### src/rtl/cpu_types_pkg.sv
`default_nettype none
// ============================================================================
// Module : cpu_types_pkg
// Brief  : Shared CPU types: register index and pipeline controller states.
// Rev    : 1.0  initial release
// ============================================================================
package cpu_types_pkg;

  typedef logic [4:0] regbits_t;

  typedef enum logic [1:0] {
    RUN    = 2'd0,
    DWAIT  = 2'd1,
    DDONE  = 2'd2,
    HALTED = 2'd3
  } pipe_state_t;

endpackage : cpu_types_pkg
`default_nettype wire

### src/rtl/pipeline_controller_hazard_detect.sv
`default_nettype none
// ============================================================================
// Module : hazard_detect
// Brief  : Combinational load-use hazard detection between EX and ID.
// Rev    : 1.0  initial release
// ============================================================================
module hazard_detect
  import cpu_types_pkg::*;
(
  input  logic     memread_ex_i,
  input  regbits_t rd_ex_i,
  input  regbits_t rs1_id_i,
  input  regbits_t rs2_id_i,
  output logic     lu_o
);

  // x0 is hardwired zero, so a load targeting it never creates a dependency.
  assign lu_o = memread_ex_i && (rd_ex_i != '0) &&
                ((rd_ex_i == rs1_id_i) || (rd_ex_i == rs2_id_i));

endmodule : hazard_detect
`default_nettype wire

### src/rtl/pipeline_controller.sv
`default_nettype none
// ============================================================================
// Module : pipeline_controller
// Brief  : Advance/stall/flush sequencing, dmem arbitration and halt for the
//          5-stage pipeline.
// Rev    : 1.0  initial release
// ============================================================================
module pipeline_controller
  import cpu_types_pkg::*;
#(
  parameter int STALL_CNT_W   = 16,
  parameter bit HALT_ON_RESET = 1'b0
) (
  input  logic                   CLK,
  input  logic                   RST,
  input  logic                   ihit,
  input  logic                   dhit,
  input  logic                   memread_MEM,
  input  logic                   memwrite_MEM,
  input  logic                   halt_MEM,
  input  logic                   memread_EX,
  input  regbits_t               rd_EX,
  input  regbits_t               rs1_ID,
  input  regbits_t               rs2_ID,
  input  logic                   flush_IF_ID_pc,
  input  logic                   flush_ID_EX_pc,
  input  logic                   flush_EX_MEM_pc,
  output logic                   pipeline_ctrl,
  output logic                   PCWrite,
  output logic                   en_IF_ID,
  output logic                   en_ID_EX,
  output logic                   en_EX_MEM,
  output logic                   en_MEM_WB,
  output logic                   flush_IF_ID,
  output logic                   flush_ID_EX,
  output logic                   flush_EX_MEM,
  output logic                   dREN,
  output logic                   dWEN,
  output logic                   halt,
  output logic [STALL_CNT_W-1:0] stall_cnt
);

  pipe_state_t            state_q, state_d;
  logic [STALL_CNT_W-1:0] stall_cnt_q;
  logic                   lu;
  logic                   mem_op;
  logic                   dmem_ok;
  logic                   redirect;
  logic                   req_phase;

  hazard_detect u_hazard_detect (
    .memread_ex_i (memread_EX),
    .rd_ex_i      (rd_EX),
    .rs1_id_i     (rs1_ID),
    .rs2_id_i     (rs2_ID),
    .lu_o         (lu)
  );

  assign mem_op    = memread_MEM | memwrite_MEM;
  assign dmem_ok   = !mem_op | dhit | (state_q == DDONE);
  assign redirect  = flush_IF_ID_pc | flush_ID_EX_pc | flush_EX_MEM_pc;
  assign req_phase = (state_q == RUN) || (state_q == DWAIT);

  always_comb begin
    state_d       = state_q;
    pipeline_ctrl = 1'b0;
    PCWrite       = 1'b0;
    en_IF_ID      = 1'b0;
    en_ID_EX      = 1'b0;
    en_EX_MEM     = 1'b0;
    en_MEM_WB     = 1'b0;
    flush_IF_ID   = 1'b0;
    flush_ID_EX   = 1'b0;
    flush_EX_MEM  = 1'b0;
    dREN          = 1'b0;
    dWEN          = 1'b0;
    halt          = (state_q == HALTED);

    if (RST) begin
      // Requests are withdrawn in the reset cycle itself, even mid-DWAIT.
      halt = HALT_ON_RESET;
    end else begin
      pipeline_ctrl = ihit & dmem_ok & (state_q != HALTED);
      dREN          = memread_MEM & req_phase;
      dWEN          = memwrite_MEM & req_phase;

      if (pipeline_ctrl) begin
        PCWrite      = lu & !redirect;
        en_IF_ID     = !(lu & !redirect);
        en_ID_EX     = 1'b1;
        en_EX_MEM    = 1'b1;
        en_MEM_WB    = 1'b1;
        flush_IF_ID  = flush_IF_ID_pc;
        flush_ID_EX  = flush_ID_EX_pc | (lu & !redirect);
        flush_EX_MEM = flush_EX_MEM_pc;
      end

      case (state_q)
        RUN, DWAIT: begin
          if (pipeline_ctrl)
            state_d = halt_MEM ? HALTED : RUN;
          else if (dhit && !ihit)
            state_d = DDONE;
          else if (mem_op && !dhit)
            state_d = DWAIT;
        end
        DDONE: begin
          if (pipeline_ctrl)
            state_d = halt_MEM ? HALTED : RUN;
        end
        HALTED:  state_d = HALTED;
        default: state_d = RUN;
      endcase
    end
  end

  always_ff @(posedge CLK) begin
    if (RST) begin
      state_q <= HALT_ON_RESET ? HALTED : RUN;
    end else begin
      state_q <= state_d;
    end
  end

  // Saturating: holds at all-ones instead of wrapping back to zero.
  always_ff @(posedge CLK) begin
    if (RST) begin
      stall_cnt_q <= '0;
    end else if (!pipeline_ctrl && (state_q != HALTED) && !(&stall_cnt_q)) begin
      stall_cnt_q <= stall_cnt_q + 1'b1;
    end
  end

  assign stall_cnt = stall_cnt_q;

endmodule : pipeline_controller
`default_nettype wire

### config.mk
export PLATFORM = sky130hd
export DESIGN_NAME = pipeline_controller
export DESIGN_NICKNAME = d
export VERILOG_FILES = /design/src/rtl/cpu_types_pkg.sv /design/src/rtl/pipeline_controller_hazard_detect.sv /design/src/rtl/pipeline_controller.sv
export SDC_FILE = /design/constraint.sdc
export NUM_CORES = 1
export LEC_CHECK = 0
export CORE_MARGIN = 5
export CORE_UTILIZATION = 37
export CTS_CLUSTER_SIZE = 30
export DETAILED_ROUTE_END_ITERATION = 12
export PLACE_DENSITY = 0.83
export SYNTH_ARGS = -nofsm -noshare
export SYNTH_HDL_FRONTEND = slang
export SYNTH_HIERARCHICAL = 1
export SYNTH_SLANG_ARGS = --single-unit
### constraint.sdc
create_clock -name CLK -period 2.2 [get_ports CLK]
set_clock_uncertainty 0.15 [all_clocks]
set_input_delay 0.66 -clock CLK [delete_from_list [all_inputs] [get_ports CLK]]
set_output_delay 0.66 -clock CLK [all_outputs]
set_load 0.02 [all_outputs]
==> flow_summary_export.csv <==
group,metric,value,unit
global_route,grt_pass1_wl,5550,um
floorplan,core_area,3000,um2
yosys,ys.flop_type,"dfxtp_1",
routing,vias,1325,
floorplan,die_h,65.7,um
floorplan,die_w,65.7,um
placement,dp.final_hpwl,2550,um
power,p_leak,0.000901,uW
sta,slew_viol_final,0,
final_layout,final_util,0.654,
floorplan,row_count,20,
yosys,synth-seq-cells,18,
yosys,synth_area_leaders,"dfxtp_1 31%, a21oi_1 6.5%, xor2_1 5.3%, or3_1 4.4%, o21ai_0 3.9%",
yosys,synth_edf_count,0,
routing,vias_per_cell,5.30,
floorplan,die-area,4320,um2
floorplan,start_util,0.383,
worst_setup_path,path_class,"in2out",
worst_setup_path,worst-path-buf-inv,3,
worst_setup_path,crit_path_top_delay_cell,"or4_4",
clock_network,clockBufferDepth,2,
routing,drt-total-wl,3490,um
yosys,synth_top_area_cell,"dfxtp_1",
floorplan,ios,54,
yosys,synth_fp_nets,171,
worst_setup_path,max_stage_delay,0.53,ns
yosys,synth_top_family_by_area,"simple AND/OR/NAND/NOR gates",
worst_setup_path,start_kind,"primary input",
placement,numPortBuffers,53,
sta,post-route-period-util,1.26,
sta,slew_headroom,0.686,
routing,dr.pass1.iters,4,
final_layout,drive_gt1_frac,0.387,
power,irDropWorstVdd,0.298,mV
clock_network,cts_buffers,3,
yosys,synth_mux_area_frac,0.0174,
clock_network,insertion_delay,0.30,ns
yosys,yosysUniqueCellTypes,35,
clock_network,clkTransAtPathRegs,0.10,ns
routing,ant_nets,0,
yosys,synth-compound-area-share,0.222,
routing,drc_errors,0,
sta,tightest_slew,0.464,ns
yosys,synth_fa_ha_area_frac,0.0109,
worst_setup_path,crit_fanout,3,
worst_setup_path,crit_chain,"buf_8 -> or4_4 -> o21ai_2 -> a21oi_2 -> buf_4 -> a21oi_2 -> nor2_2 -> buf_6",
yosys,yosys_warnings,6,
power,cellPowerDensity,416,nW/um2
status,violations,"negative setup slack",
worst_setup_path,cp-end-kind,"primary output",
placement,gp_congestion,0.769,
run,drv_cap,0,
sta,period_minus_slack,2.76,ns
yosys,postSynth.asyncResetShare,0,
sta,hold_violations,0,
final_layout,final_common_cell,"buf_4",
yosys,synth_top_area_frac,0.314,
global_route,grt_usage,0.161,
clock_network,cts_sinks,18,
global_route,grt.overflow.total,0,
sta,finalSetupTns,-1.60,ns
sta,setup_viol,5,
yosys,synthCells,144,
sta,rsz0062_at_grt,"true",
worst_setup_path,worst-endpoint-required,1.39,ns
worst_setup_path,crit_arrival,1.95,ns
sta,fmax,362,MHz
yosys,ys_seq_area_frac,0.314,
global_route,grt_pass1_vias,1231,
global_route,grt_max_degree,22,
global_route,antenna_found_initial,0,
yosys,synth_area,1150,um2
status,status,"finished with violations",
yosys,syn_area_per_cell,7.98,um2
final_layout,antenna_cells,0,
yosys,synthSimpleGateAreaFrac,0.271,
worst_setup_path,r2r_setup_slack,0.16,ns
final_layout,final_cell_mix,"21 x buf_4, 15 x dfxtp_1, 14 x clkdlybuf4s50_1",
clock_network,cts_root_buffer,"clkbuf_4",
final_layout,syn_to_final_growth,70.9,%
worst_setup_path,path_delay_family,"simple AND/OR/NAND/NOR gates",
worst_setup_path,crit_path_frequent_cell,"a21oi_2",
routing,first_iter_violations,21,
min_path,min_path_type,"reg2reg",
clock_network,cts_tree,"yes",
clock_network,hold_buffers,0,
final_layout,fin_nets,245,
yosys,synth_xor_area_frac,0.0915,
clock_network,htreeDepth,1,
sta,layout_setup_ws,-0.564,ns
routing,detail_route.wl_per_cell,14.0,um
==> cell type report <==
cell class,instances,area (um2)
clock buffers,4,36.3
fillers,258,1040
inverters,7,26.3
multi-input cells,111,811
flip-flops and latches,18,364
well taps,33,41.3
repair buffers,77,684
==> registers in the layout (all words and copies together) (netlist names) <==
| signal | flops |
|---|---|
| stall_cnt | 16 |
| state_q | 2 |
==> power breakdown <==
group	leakage (uW)	total, uW	switching [uW]	internal (uW)
logic	0.000733	260	121	139
clock network	0.0000210	205	104	101
registers	0.000147	352	12.0	340
total	0.000901	817	237	580
==> repair_timing <==
action | 4_1_cts | 5_1_grt
resized for setup | 128 | 36
setup buffers | 1 | 2
cloned | 0 | 0
pin swaps | 18 | 20
setup endpoints to repair | 27 | 20
==> worst paths after layout <==
path | from | endpoint | cells after the start
setup / recovery | rd_EX[3] | flush_ID_EX | 8
hold / removal | stall_cnt[15]$_SDFFE_PP0P_ | stall_cnt[15]$_SDFFE_PP0P_ | 2
setup reg to reg | state_q[1]$_SDFFE_PP0P_ | stall_cnt[14]$_SDFFE_PP0P_ | 7
hold reg to reg | stall_cnt[15]$_SDFFE_PP0P_ | stall_cnt[15]$_SDFFE_PP0P_ | 2
==> kinds of logic after synthesis <==
group	count (synthesis)
and+or+nand+nor	58
AOI/OAI and AO/OA	38
DFF	18
buffers and inverters	15
xor gates and xnor gates	12
muxes	2
adders and majority gates	1
==> through the flow <==
stage	total power [uW]	cell area (um2)	std cells	hold WS, ns	setup WS [ns]
floorplan	476	1180	144	0.376	-0.276
global placement	599	1840	243	0.333	-1.23
detailed placement	603	1840	243	0.350	-1.28
CTS	800	1890	248	0.365	-0.529
global route	858	1960	250	0.405	-0.599
finish	817	1960	250	0.367	-0.564
==> cell usage after synthesis (3+ instances only) <==
| master | n |
|---|---|
| xnor2_1 | 5 |
| dfxtp_1 | 18 |
| buf_4 | 3 |
| nand2_1 | 9 |
| xor2_1 | 7 |
| or3_1 | 8 |
| nor3_1 | 4 |
| or4_1 | 5 |
| a21oi_1 | 15 |
| o31ai_1 | 4 |
| nor2_1 | 12 |
| o21ai_0 | 9 |
| and2_1 | 4 |
| inv_1 | 7 |
| nand3_1 | 7 |
==> per-layer routing <==
metal / share of wire / track usage / up-vias / wire, um
met2: 0.51 / 0.279 / 27 / 1770
met1: 0.44 / 0.206 / 619 / 1530
met5: 0 / 0 / - / 0
met4: 0.0095 / 0.0466 / 0 / 33
li1: - / - / 675 / -
met3: 0.044 / 0.0222 / 4 / 153
==> worst min-delay path: cells and delay by family (launching register included) <==
kind	cells	cell delay, ns
AOI/OAI and AO/OA	2	0.14
DFF	1	0.34
Power figures use the tool's default switching activity.
